### src/rtl/tt_param_counter_pkg.sv
// Shared types and bit-index constants for the parametrised counter tile.
package counter_pkg;

  typedef enum logic {
    ST_IDLE = 1'b0,
    ST_LOAD = 1'b1
  } state_t;

  localparam int unsigned STAT_TC   = 0;
  localparam int unsigned STAT_OVF  = 1;
  localparam int unsigned STAT_BUSY = 2;
  localparam int unsigned STAT_ZERO = 3;

  localparam int unsigned UI_CNT_EN = 0;
  localparam int unsigned UI_DIR    = 1;
  localparam int unsigned UI_LOAD   = 2;
  localparam int unsigned UI_MODE   = 3;
  localparam int unsigned UI_SEL_LO = 4;
  localparam int unsigned UI_SEL_HI = 5;
  localparam int unsigned UI_CLEAR  = 6;
  localparam int unsigned UI_SNAP   = 7;

  localparam logic [7:0] UIO_OE_IDLE = 8'h0F;
  localparam logic [7:0] UIO_OE_LOAD = 8'h00;

endpackage

### src/rtl/tt_param_counter_if.sv
// Tile pin bundle; master drives the pads, slave is the counter.
interface tt_param_counter_if;
  logic       ena;
  logic [7:0] ui_in;
  logic [7:0] uo_out;
  logic [7:0] uio_in;
  logic [7:0] uio_out;
  logic [7:0] uio_oe;

  modport master (output ena, ui_in, uio_in, input uo_out, uio_out, uio_oe);
  modport slave  (input ena, ui_in, uio_in, output uo_out, uio_out, uio_oe);
endinterface

### src/rtl/tt_param_counter_edge_rise.sv
// Single-stage rising-edge detector; keeps sampling regardless of ena.
module edge_rise (
  input  logic clk,
  input  logic rst_n,
  input  logic d,
  output logic pulse
);
  logic r_prev;

  always_ff @(posedge clk or negedge rst_n) begin
    if (!rst_n) r_prev <= 1'b0;
    else        r_prev <= d;
  end

  assign pulse = d & ~r_prev;
endmodule

### src/rtl/tt_param_counter.sv
// Parametrised up/down counter tile with byte-serial load and byte-muxed read.
// Optional build macro: COUNTER_SNAPSHOT_EN (read port serves a snapshot register).
module tt_param_counter
  import counter_pkg::*;
#(
  parameter int unsigned WIDTH = 16
) (
  input logic               clk,
  input logic               rst_n,
  tt_param_counter_if.slave bus
);
  localparam int unsigned BYTES = WIDTH / 8;
  localparam int unsigned IDX_W = (BYTES > 1) ? $clog2(BYTES) : 1;
  localparam logic [IDX_W-1:0] LAST_IDX = IDX_W'(BYTES - 1);
  localparam logic [WIDTH-1:0] MAX = '1;

  state_t           r_state, w_state_nxt;
  logic [WIDTH-1:0] r_count, r_shift, w_load_val, w_src;
  logic [IDX_W-1:0] r_idx;
  logic             r_ovf, r_tc;
  logic             w_load_pulse, w_busy, w_up, w_sat;
  logic [7:0]       w_oe, w_uo, w_stat;

  assign w_up  = bus.ui_in[UI_DIR];
  assign w_sat = bus.ui_in[UI_MODE];

  edge_rise u_load_edge (.clk(clk), .rst_n(rst_n), .d(bus.ui_in[UI_LOAD]), .pulse(w_load_pulse));

  always_ff @(posedge clk or negedge rst_n) begin
    if (!rst_n) r_state <= ST_IDLE;
    else        r_state <= w_state_nxt;
  end

  // Clear wins over everything; a load edge during LOAD is ignored.
  always_comb begin
    w_state_nxt = r_state;
    if (bus.ena) begin
      if (bus.ui_in[UI_CLEAR]) begin
        w_state_nxt = ST_IDLE;
      end else begin
        case (r_state)
          ST_IDLE: if (w_load_pulse) w_state_nxt = ST_LOAD;
          ST_LOAD: if (r_idx == LAST_IDX) w_state_nxt = ST_IDLE;
          default: w_state_nxt = ST_IDLE;
        endcase
      end
    end
  end

  always_comb begin
    w_busy = (r_state == ST_LOAD);
    w_oe   = w_busy ? UIO_OE_LOAD : UIO_OE_IDLE;
  end

  // Current shift contents with the incoming byte dropped into its slot.
  always_comb begin
    w_load_val = r_shift;
    for (int unsigned b = 0; b < BYTES; b++) begin
      if (r_idx == IDX_W'(b)) w_load_val[b*8 +: 8] = bus.uio_in;
    end
  end

  always_ff @(posedge clk or negedge rst_n) begin
    if (!rst_n) begin
      r_count <= '0;
      r_shift <= '0;
      r_idx   <= '0;
      r_ovf   <= 1'b0;
      r_tc    <= 1'b0;
    end else begin
      r_tc <= 1'b0;
      if (bus.ena) begin
        if (bus.ui_in[UI_CLEAR]) begin
          r_count <= '0;
          r_shift <= '0;
          r_idx   <= '0;
          r_ovf   <= 1'b0;
        end else if (r_state == ST_LOAD) begin
          r_shift <= w_load_val;
          if (r_idx == LAST_IDX) begin
            r_count <= w_load_val;
            r_ovf   <= 1'b0;
            r_idx   <= '0;
          end else begin
            r_idx <= r_idx + IDX_W'(1);
          end
        end else if (!w_load_pulse && bus.ui_in[UI_CNT_EN]) begin
          if (w_up) begin
            if (r_count == MAX) begin
              r_ovf <= 1'b1;
              if (!w_sat) begin
                r_count <= '0;
                r_tc    <= 1'b1;
              end
            end else begin
              r_count <= r_count + WIDTH'(1);
              r_tc    <= w_sat && (r_count == MAX - WIDTH'(1));
            end
          end else begin
            if (r_count == '0) begin
              r_ovf <= 1'b1;
              if (!w_sat) begin
                r_count <= MAX;
                r_tc    <= 1'b1;
              end
            end else begin
              r_count <= r_count - WIDTH'(1);
              r_tc    <= w_sat && (r_count == WIDTH'(1));
            end
          end
        end
      end
    end
  end

`ifdef COUNTER_SNAPSHOT_EN
  logic             w_snap_pulse;
  logic [WIDTH-1:0] r_snap;

  edge_rise u_snap_edge (.clk(clk), .rst_n(rst_n), .d(bus.ui_in[UI_SNAP]), .pulse(w_snap_pulse));

  always_ff @(posedge clk or negedge rst_n) begin
    if (!rst_n)                        r_snap <= '0;
    else if (bus.ena && w_snap_pulse)  r_snap <= r_count;
  end

  assign w_src = r_snap;
`else
  logic w_unused_snap;
  assign w_unused_snap = bus.ui_in[UI_SNAP];
  assign w_src         = r_count;
`endif

  // Byte-select read mux; selects past the counter width read zero.
  always_comb begin
    w_uo = '0;
    for (int unsigned b = 0; b < BYTES; b++) begin
      if (bus.ui_in[UI_SEL_HI:UI_SEL_LO] == 2'(b)) w_uo = w_src[b*8 +: 8];
    end
  end

  always_comb begin
    w_stat            = '0;
    w_stat[STAT_TC]   = r_tc;
    w_stat[STAT_OVF]  = r_ovf;
    w_stat[STAT_BUSY] = w_busy;
    w_stat[STAT_ZERO] = (r_count == '0);
  end

  assign bus.uo_out  = w_uo;
  assign bus.uio_out = w_stat;
  assign bus.uio_oe  = w_oe;

endmodule

### src/flat_wrapper.sv
// flat-port wrapper written by rule: the top's interface ports become plain ports
module tt_param_counter_flat import counter_pkg::*;
#(
  parameter int unsigned WIDTH = 16
)
  (clk, rst_n, bus_ena, bus_ui_in, bus_uio_in, bus_uo_out, bus_uio_out, bus_uio_oe);
  tt_param_counter_if bus_i ();
  input logic clk;
  input logic rst_n;
  input wire logic [$bits(bus_i.ena)-1:0] bus_ena;
  input wire logic [$bits(bus_i.ui_in)-1:0] bus_ui_in;
  input wire logic [$bits(bus_i.uio_in)-1:0] bus_uio_in;
  output wire logic [$bits(bus_i.uo_out)-1:0] bus_uo_out;
  output wire logic [$bits(bus_i.uio_out)-1:0] bus_uio_out;
  output wire logic [$bits(bus_i.uio_oe)-1:0] bus_uio_oe;
  assign bus_i.ena = bus_ena;
  assign bus_i.ui_in = bus_ui_in;
  assign bus_i.uio_in = bus_uio_in;
  assign bus_uo_out = bus_i.uo_out;
  assign bus_uio_out = bus_i.uio_out;
  assign bus_uio_oe = bus_i.uio_oe;
  tt_param_counter #(.WIDTH(WIDTH)) u_core (.clk(clk), .rst_n(rst_n), .bus(bus_i));
endmodule
### config.mk
export PLATFORM = sky130hd
export DESIGN_NAME = tt_param_counter_flat
export DESIGN_NICKNAME = d
export VERILOG_FILES = /design/src/rtl/tt_param_counter_pkg.sv /design/src/rtl/tt_param_counter_if.sv /design/src/rtl/tt_param_counter_edge_rise.sv /design/src/rtl/tt_param_counter.sv /design/src/flat_wrapper.sv
export SDC_FILE = /design/constraint.sdc
export NUM_CORES = 1
export LEC_CHECK = 0
export CAP_MARGIN = 20
export CORE_MARGIN = 5
export CORE_UTILIZATION = 50
export CTS_CLUSTER_SIZE = 28
export DETAILED_ROUTE_END_ITERATION = 10
export GPL_TIMING_DRIVEN = 0
export PLACE_DENSITY = 0.82
export SLEW_MARGIN = 15
export SYNTH_ARGS = -nofsm -noshare
export SYNTH_HDL_FRONTEND = slang
export SYNTH_HIERARCHICAL = 1
export SYNTH_SLANG_ARGS = --single-unit
### constraint.sdc
create_clock -name clk -period 2.15 [get_ports clk]
set_input_delay 0.43 -clock clk [delete_from_list [all_inputs] [get_ports clk]]
set_output_delay 0.43 -clock clk [all_outputs]
set_load 0.1 [all_outputs]
After elaboration in Yosys (flattened, before gate mapping)
Cells that the tools add are included.
W data, S select, Z words.

storage, ports and cells
  word-level logic and storage cells = 71
  register bits after elaboration = 37
  input port bits = 19

operators by class
  eq/ne operators = 8
  reduce and logical (&&, ||, !) cells = 12
  mux-type cells = 38
  $add $sub $neg = 3
  bitwise gates (word level) = 3

operator list
  kind                     count
  $mux W16                 11
  $eq A16 B16 Y1 const B   2
  $mux W8                  4
  $mux W1                  21
  $add A16 B1 Y16 const B  1
  $eq A16 B1 Y1 const B    1
  $logic_not A16 Y1        1
  $sub A16 B1 Y16 const B  1
  $ne A5 B4 Y1 const B     2
  $reduce_and A5 Y1        2
  $mux W4                  1
  $ne A4 B1 Y1 const B     1
  $reduce_bool A4 Y1       1
  $logic_and A1 B1 Y1      3
  $ne A3 B3 Y1 const B     1
  $reduce_bool A3 Y1       1
  $eq A2 B1 Y1 const B     1
  $logic_not A2 Y1         1
  $not A1 Y1               2
  $pmux W1 S2              1
  $reduce_and A2 Y1        1
  $reduce_bool A2 Y1       1
  $add A1 B1 Y1 const B    1
  $and A1 B1 Y1            1
  $logic_not A1 Y1         1

Longest topological paths before layout
Gate-level depths: netlist of the first run.

  depth after elaboration = 8
  depth in mapped cells = 9
  gate-level depth less buffers = 8

Hierarchy
Netlist of the first run, hierarchy kept.

by module, submodules not included
  module            area each (um^2)  cells an instance  seq. area each (um^2)  instances
  tt_param_counter  3181.8            396                900.9                  1
  edge_rise         38.8              2                  25.0                   1

Least setup slack after synthesis of the first run
No wires, ideal clock.

  path type = input to output
  from = input port bus_ui_in[4]
  to = output port bus_uo_out[6]
  data arrival time = 2.185 ns
  path buffers = 1
  path slack = -0.465 ns
  cell stages on the path = 3
  cells stage by stage = clkbuf_1 -> mux2i_1 -> nor2_1

between the ends
  cells in the longest elaborated chain, start to end = 3

RTL lines
  item              RTL line                 RTL
  from (decl)       flat_wrapper.sv:11       input wire logic [$bits(bus_i.ui_in)-1:0] bus_ui_in;
  $logic_not A2 Y1  tt_param_counter.sv:138  if (bus.ui_in[UI_SEL_HI:UI_SEL_LO] == 2'(b)) w_uo = w_src[b*8 +: 8];
  $mux W8           tt_param_counter.sv:138
  $mux W8 *         tt_param_counter.sv:138
  to (decl)         flat_wrapper.sv:13       output wire logic [$bits(bus_i.uo_out)-1:0] bus_uo_out;

Mark *: on every way between the ends. The rest lies on a longest branch, timed or not.

Worst setup path in the final report of the first run
  from = register u_core.r_count[3]
  to = output port bus_uio_out[3]

between the ends
  cells in the longest elaborated chain, start to end = 1

RTL lines
  item                    RTL line                 RTL
  from (decl)             tt_param_counter.sv:18   logic [WIDTH-1:0] r_count, r_shift, w_load_val, w_src;
  from (signal assigned)  tt_param_counter.sv:81   r_count <= w_load_val;
  from (signal assigned)  tt_param_counter.sv:96   r_count <= r_count + WIDTH'(1);
  from (signal assigned)  tt_param_counter.sv:107  r_count <= r_count - WIDTH'(1);
  $logic_not A16 Y1       tt_param_counter.sv:147  w_stat[STAT_ZERO] = (r_count == '0);
  to (decl)               flat_wrapper.sv:14       output wire logic [$bits(bus_i.uio_out)-1:0] bus_uio_out;

No other way between the ends.

==> results.sh, run 1 <==
export IMPL_clock_skew_ns=0.0113
export IMPL_status="complete, but fails checks"
export IMPL_cts_buffers=5
export IMPL_critPathMaxFanout=3
export IMPL_setup_viol=1
export IMPL_core_area_mm2=0.00631
export IMPL_synth_xor_area_share_pct=1.09
export IMPL_dr_wl_met2_mm=5.17
export IMPL_ant_nets=0
export IMPL_clock_tree_buffer_depth=2
export IMPL_drc=0
export IMPL_grt_pass1_wl_mm=17.0
export IMPL_cts_htree_levels=2
export IMPL_cp_end_kind="primary output"
export IMPL_worst_ep_required_time_ns=1.72
export IMPL_wl_met1_mm=4.21
export IMPL_die_width_um=90.3
export IMPL_r2r_start="u_core/r_count[0]$_DFFE_PN0P_"
export IMPL_rows=29
export IMPL_post_place_ws_ns=-1.19
export IMPL_crit_arrival_ns=1.77
export IMPL_start_util_pct=51.0
export IMPL_clkSlewWorstSetupHoldPaths_ns=0.08
export IMPL_fin_crit_sh_pct=102
export IMPL_crit_path_top_delay_cell="dfrtp_1"
export IMPL_nNetsFinal=492
export IMPL_fin_crit_ns=2.20
export IMPL_diodes=0
export IMPL_p_leak_nw=1.73
export IMPL_finalPower_mw=4.81
export IMPL_netlist_top_cells_area="dfrtp_1 (29%), mux2i_1 (6.2%), nand2_1 (4.9%)"
export IMPL_wire_per_inst_um=20.4
export IMPL_violations="negative setup slack"
export IMPL_synth_edf_count=0
export IMPL_grt_pass1_vias=3259
export IMPL_fmax_ghz=0.455
export IMPL_r2r_end="u_core/r_count[6]$_DFFE_PN0P_"
export IMPL_endpoint="bus_uio_out[3]"
export IMPL_area_growth_pct=29.4
export IMPL_cts_root_buf="clkbuf_8"
export IMPL_clock_latency_ns=0.29
export IMPL_highest_layer="met4"
export IMPL_setup_slack_ns=-0.0461
export IMPL_synth_compound_gate_area_share_pct=25.8
export IMPL_cts_sinks=37
export IMPL_synthAdderAreaFrac_pct=1.94
export IMPL_synthArstFlopShare_pct=100
export IMPL_critPathKind="flop to primary output"
export IMPL_dp_hpwl_mm=7.71
export IMPL_synth_cell_types=70
export IMPL_start_kind="flop"
export IMPL_r2r_slack_ns=0.02
export IMPL_grt_setup_unrepaired="true"
export IMPL_slew_headroom_pct=36.8
export IMPL_synth_seq_cells=37
export IMPL_wl_met3_mm=1.22
export IMPL_synthMuxAreaShare_pct=6.57
export IMPL_grt_overflow_total=0
export IMPL_track_usage_pct=25.6
export IMPL_synth_top_family_by_area="simple AND/OR/NAND/NOR gates"
export IMPL_path_cells="nor4_4, and4_4, nand2_4, inv_8, buf_12"
export IMPL_dr_first_iter_drc_count=427
export IMPL_power_density_mw_per_mm2=1150
export IMPL_gp_routability_congestion=0.952
export IMPL_ios=43
export IMPL_via_per_inst=6.50
export IMPL_grt_start_max_net_pins=26
export IMPL_reg2reg_depth=11
export IMPL_yosys_warnings=6
export IMPL_cts_tree="built"
export IMPL_hold_violations=0
export IMPL_ys_seq_area_share_pct=28.7
export IMPL_slowest_delay_ns=0.44
export IMPL_layout_drive_gt1_share_pct=29.3
export IMPL_worstMarginPinSlew_ns=0.952
export IMPL_first_pass_iters=5
export IMPL_max_cap_violations=0
export IMPL_min_path_type="input port to async pin"
export IMPL_yosys_area_share_simple_pct=26.0
export IMPL_die_h_um=90.3
export IMPL_slew_violations=0
export IMPL_synth_area_mm2=0.00322
export IMPL_syn_avg_cell_area_um2=8.09
export IMPL_synth_top_area_cell="dfrtp_1"
export IMPL_final_cells=545
export IMPL_num_vias=3542
export IMPL_die_area_mm2=0.00815
export IMPL_place_inst=513
export IMPL_ir_drop_mv=0.578
export IMPL_antenna_found_initial=0
export IMPL_port_buffers=30
export IMPL_postCtsHoldBufs=0
export IMPL_crit_start="u_core/r_count[3]$_DFFE_PN0P_"
export IMPL_yosys_most_used_dff="dfrtp_1"
export IMPL_synth_top_area_share_pct=28.7
export IMPL_wirelength_mm=11.1
export IMPL_synth_cells=398
-- registers in the layout, indices dropped and copies added (netlist names) --
signal                     cells
u_core/r_shift                16
u_core/r_ovf                   1
u_core/u_load_edge/r_prev      1
u_core/r_idx                   1
u_core/r_tc                    1
u_core/r_count                16
u_core/r_state                 1
-- cell usage after synthesis (2+ instances only) --
cell type and instances:
o31ai_1 4, a22o_1 3, buf_4 17, nand4_1 8
clkinv_1 2, buf_2 5, nor4_1 4, nor2_1 36
o21ai_0 21, dfrtp_1 37, ha_1 5, o31a_1 2
mux2i_1 20, nor4_4 3, a221oi_1 2, a21oi_1 27
and3_1 5, and2_1 2, inv_1 7, buf_1 3
nand4b_1 2, xnor2_1 3, a2bb2oi_1 2, a21o_1 2
nor2b_1 7, o311ai_0 2, nand2b_1 4, a22oi_1 10
a41oi_1 3, nand2_1 42, o2bb2ai_1 6, a31oi_1 14
o211ai_1 2, nor3_1 5, clkbuf_1 20, nand3_4 2
o41ai_1 2, a311oi_1 2, buf_6 3, o22a_1 3
nand3_1 20
-- kinds of logic (layout without fill, tap and decap cells) --
logic type | count (synthesis) | after routing
flops | 37 | 37
mux | 21 | 21
xor+xnor | 4 | 4
simple gates | 151 | 151
compound gates | 120 | 120
buf+inv | 59 | 122
other cells | 1 | 8
fa+ha+maj | 5 | 5
-- cell type report --
cell class              count  area (µm²)
multi-input cells         309        2180
fillers                   562        2140
flip-flops and latches     37         933
repair buffers             59         523
plain buffers              46         297
well taps                  77        96.3
clock buffers               7        86.3
inverters                  10        55.1
-- layer usage --
layer,vias to the layer above,track usage (%)
met5,-,0
met2,236,40.7
met3,53,5.67
li1,1592,-
met1,1661,33.0
met4,0,11.5
-- worst max-delay path: cells and delay by family (launching register included) --
family                 cells  cell delay (ns)
flip-flops                 1             0.44
AND/OR/NAND/NOR            3             0.80
buffers and inverters      2             0.22
-- per-stage QoR --
stage / util [%] / TNS (ns) / hold slack, ns / area, µm²
2_1_floorplan: - / -0.0215 / 0.134 / 3310
3_3_place_gp: 58.7 / -22.07 / 0.455 / 3710
3_5_place_dp: 59.0 / -14.25 / 0.347 / 3720
4_1_cts: 61.9 / -0.136 / 0.0311 / 3910
5_1_grt: 66.0 / -0.176 / 0.0413 / 4170
6_report: 66.0 / -0.0461 / 0.0209 / 4170
-- worst min-delay path by stage --
stage	from	to	depth (start not counted)
3_3_place_gp	u_core/r_shift[15]$_DFFE_PN0P_	u_core/r_shift[15]$_DFFE_PN0P_	2
4_1_cts	rst_n	u_core/u_load_edge/r_prev$_DFF_PN0_	1
2_1_floorplan	rst_n	u_core/r_count[0]$_DFFE_PN0P_	0
6_report	rst_n	u_core/u_load_edge/r_prev$_DFF_PN0_	1
3_5_place_dp	rst_n	u_core/r_shift[8]$_DFFE_PN0P_	1
5_1_grt	rst_n	u_core/r_shift[14]$_DFFE_PN0P_	1
-- power breakdown --
part	leakage, nW	switching [mW]	internal (mW)
Sequential	0.468	0.256	0.939
Combinational	1.21	1.98	1.12
Clock	0.0443	0.256	0.255
-- layout by cell type, fill, tap and decap left out, drive strengths merged, types with 4 or more instances in the layout --
| cell | count |
|---|---|
| nor3 | 5 |
| a21oi | 27 |
| mux2i | 20 |
| inv | 8 |
| clkbuf | 25 |
| nand2 | 43 |
| a22oi | 10 |
| and3 | 5 |
| o2bb2ai | 6 |
| nand4 | 8 |
| nand2b | 4 |
| o21ai | 23 |
| nor2 | 36 |
| a31oi | 14 |
| dfrtp | 37 |
| nor4 | 8 |
| o31ai | 4 |
| clkdlybuf4s50 | 13 |
| ha | 5 |
| nand3 | 23 |
| conb | 8 |
| nor2b | 8 |
| buf | 69 |
-- repair_timing --
item / CTS / global route
gates resized for setup: 91 / 40
setup buffers: 8 / 19
setup endpoints to repair: 33 / 25
cloned: 0 / 1
pin swaps: 7 / 14
(Power assumes the default switching activity.)
==> run 2, diff against run 1 <==
--- a/config.mk
+++ b/config.mk
@@ -8,11 +8,10 @@
 export CAP_MARGIN = 20
 export CORE_MARGIN = 5
 export CORE_UTILIZATION = 50
-export CTS_CLUSTER_SIZE = 28
 export DETAILED_ROUTE_END_ITERATION = 10
 export GPL_TIMING_DRIVEN = 0
 export PLACE_DENSITY = 0.82
-export SLEW_MARGIN = 15
+export SLEW_MARGIN = 5
 export SYNTH_ARGS = -nofsm -noshare
 export SYNTH_HDL_FRONTEND = slang
 export SYNTH_HIERARCHICAL = 1
==> run 2 against run 1 <==
The flow still finishes with violations (negative setup slack). Fmax is 0.38% higher. Non-clock buffer count up 5. Register-to-register slack got worse by 0.04 ns. Die area unchanged. Global-route usage grew 0.90 points. Sequential power hardly changed. Worst setup slack improved by 0.0083 ns. Routed wire length is 1.2% higher. Critical path type unchanged. Cell count up 0.92%.
==> results.sh, run 2 (synthesis results as in run 1) <==
export IMPL_worstSetupPathDepth=6
export IMPL_crit_path_top_delay_cell="dfrtp_1"
export IMPL_r2r_end="u_core/r_count[6]$_DFFE_PN0P_"
export IMPL_slowest_delay_ns=0.39
export IMPL_grt_pass1_vias=3343
export IMPL_wirelength_mm=11.2
export IMPL_critPathMaxFanout=6
export IMPL_die_width_um=90.3
export IMPL_reg_largest_list="u_core/r_count (16), u_core/r_shift (16)"
export IMPL_ir_drop_mv=0.612
export IMPL_clock_tree_buffer_depth=2
export IMPL_start_kind="flop"
export IMPL_slew_headroom_pct=36.7
export IMPL_diodes=0
export IMPL_dp_hpwl_mm=7.69
export IMPL_via_per_inst=6.46
export IMPL_cts_tree="built"
export IMPL_multi_input_area_mm2=0.00217
export IMPL_cts_buffers=5
export IMPL_port_buffers=30
export IMPL_gp_routability_congestion=0.952
export IMPL_fmax_ghz=0.457
export IMPL_clock_skew_ns=0.00722
export IMPL_crit_start="u_core/r_count[5]$_DFFE_PN0P_"
export IMPL_clock_latency_ns=0.30
export IMPL_cp_end_kind="primary output"
export IMPL_fin_crit_ns=2.19
export IMPL_area_growth_pct=30.0
export IMPL_r2r_slack_ns=-0.02
export IMPL_rows=29
export IMPL_wire_per_inst_um=20.4
export IMPL_fin_crit_sh_pct=102
export IMPL_grt_start_max_net_pins=38
export IMPL_grt_pass1_wl_mm=17.5
export IMPL_grt_setup_unrepaired="true"
export IMPL_start_util_pct=51.0
export IMPL_layout_drive_gt1_share_pct=29.8
export IMPL_core_area_mm2=0.00631
export IMPL_critPathKind="flop to primary output"
export IMPL_fill_cells=582
export IMPL_reg2reg_depth=11
export IMPL_grt_overflow_total=0
export IMPL_final_common_cell="buf_4"
export IMPL_setup_viol=2
export IMPL_endpoint="bus_uio_out[3]"
export IMPL_min_path_type="input port to async pin"
export IMPL_setup_slack_ns=-0.0378
export IMPL_ant_nets=0
export IMPL_dr_first_iter_drc_count=460
export IMPL_hold_violations=0
export IMPL_power_density_mw_per_mm2=1160
export IMPL_crit_arrival_ns=1.76
export IMPL_stdcell_area_mm2=0.00419
export IMPL_cts_sinks=37
export IMPL_drc=0
export IMPL_seqCellArea_um2=935
export IMPL_postCtsHoldBufs=0
export IMPL_slew_violations=0
export IMPL_final_util_pct=66.3
export IMPL_layout_common_cells="buf_4 (51), nand2_1 (42), dfrtp_1 (30)"
export IMPL_nNetsFinal=497
export IMPL_num_vias=3554
export IMPL_track_usage_pct=26.5
export IMPL_status="complete, but fails checks"
export IMPL_die_area_mm2=0.00815
export IMPL_critPathBufInv=3
export IMPL_clkSlewWorstSetupHoldPaths_ns=0.07
export IMPL_cts_htree_levels=2
export IMPL_r2r_start="u_core/r_count[0]$_DFFE_PN0P_"
export IMPL_antenna_found_initial=0
export IMPL_die_h_um=90.3
export IMPL_p_leak_nw=1.74
export IMPL_worst_ep_required_time_ns=1.72
export IMPL_violations="negative setup slack"
export IMPL_ios=43
export IMPL_path_delay_family="simple AND/OR/NAND/NOR gates"
export IMPL_path_cells="buf_6, nor4_4, and4_4, nand2_4, inv_8, buf_12"
export IMPL_first_pass_iters=5
export IMPL_cts_root_buf="clkbuf_8"
export IMPL_max_cap_violations=0
export IMPL_worstMarginPinSlew_ns=0.953
export IMPL_placed_cell_area_mm2=0.00370
run 2: cell count changes in the layout (fill, tap and decap cells not counted), sizes merged:
| cell | delta |
|---|---|
| buf | +6 |
| clkdlybuf4s15 | -1 |
| clkdlybuf4s50 | -1 |
| clkinvlp | +1 |
| dlymetal6s2s | +1 |
| inv | -1 |
run 2: worst min-delay path by stage:
stage                                               from  slack [ns]                             end
final                                              rst_n        0.25  u_core/r_shift[14]$_DFFE_PN0P_
after global routing                               rst_n        0.31   u_core/r_shift[0]$_DFFE_PN0P_
after floorplan                                    rst_n        0.13   u_core/r_count[0]$_DFFE_PN0P_
after CTS                                          rst_n        0.27   u_core/r_shift[0]$_DFFE_PN0P_
after detailed placement  u_core/r_shift[13]$_DFFE_PN0P_        0.47  u_core/r_shift[13]$_DFFE_PN0P_
after global placement    u_core/r_shift[15]$_DFFE_PN0P_        0.45  u_core/r_shift[15]$_DFFE_PN0P_
run 2: power breakdown:
part | internal [mW] | switching (mW) | total, mW
combinational | 1.15 | 2.01 | 3.15
sequential | 0.941 | 0.244 | 1.19
clock | 0.255 | 0.253 | 0.508
total | 2.34 | 2.50 | 4.85
run 2: final cells by class:
cell class / count / area share (%)
Timing Repair Buffer: 65 / 13.0
Buffer: 45 / 7.23
Sequential cell: 37 / 22.3
Tap cell: 77 / 2.30
Multi-Input combinational cell: 309 / 51.8
Clock buffer: 7 / 2.06
Inverter: 10 / 1.31
run 2: metal layers:
metal	track usage, %	wire length (µm)
met5	0	0
met4	11.7	296
met3	4.75	1110
met2	44.0	5450
met1	33.4	4380
run 2: through the flow:
stage	power, mW	hold slack [ns]	std cells	setup slack, ns	TNS [ns]
floorplan	3.18	0.134	405	-0.0215	-0.0215
global placement	3.82	0.455	512	-1.16	-22.07
detailed placement	3.85	0.466	512	-1.19	-14.05
CTS	4.57	0.271	530	-0.0652	-0.102
global route	5.11	0.313	550	-0.125	-0.287
finish	4.85	0.246	550	-0.0378	-0.0555
run 2: what timing repair did:
action | CTS | global route
setup endpoints to repair | 33 | 21
resized for setup | 105 | 26
pin swaps | 10 | 10
buffers inserted | 15 | 20
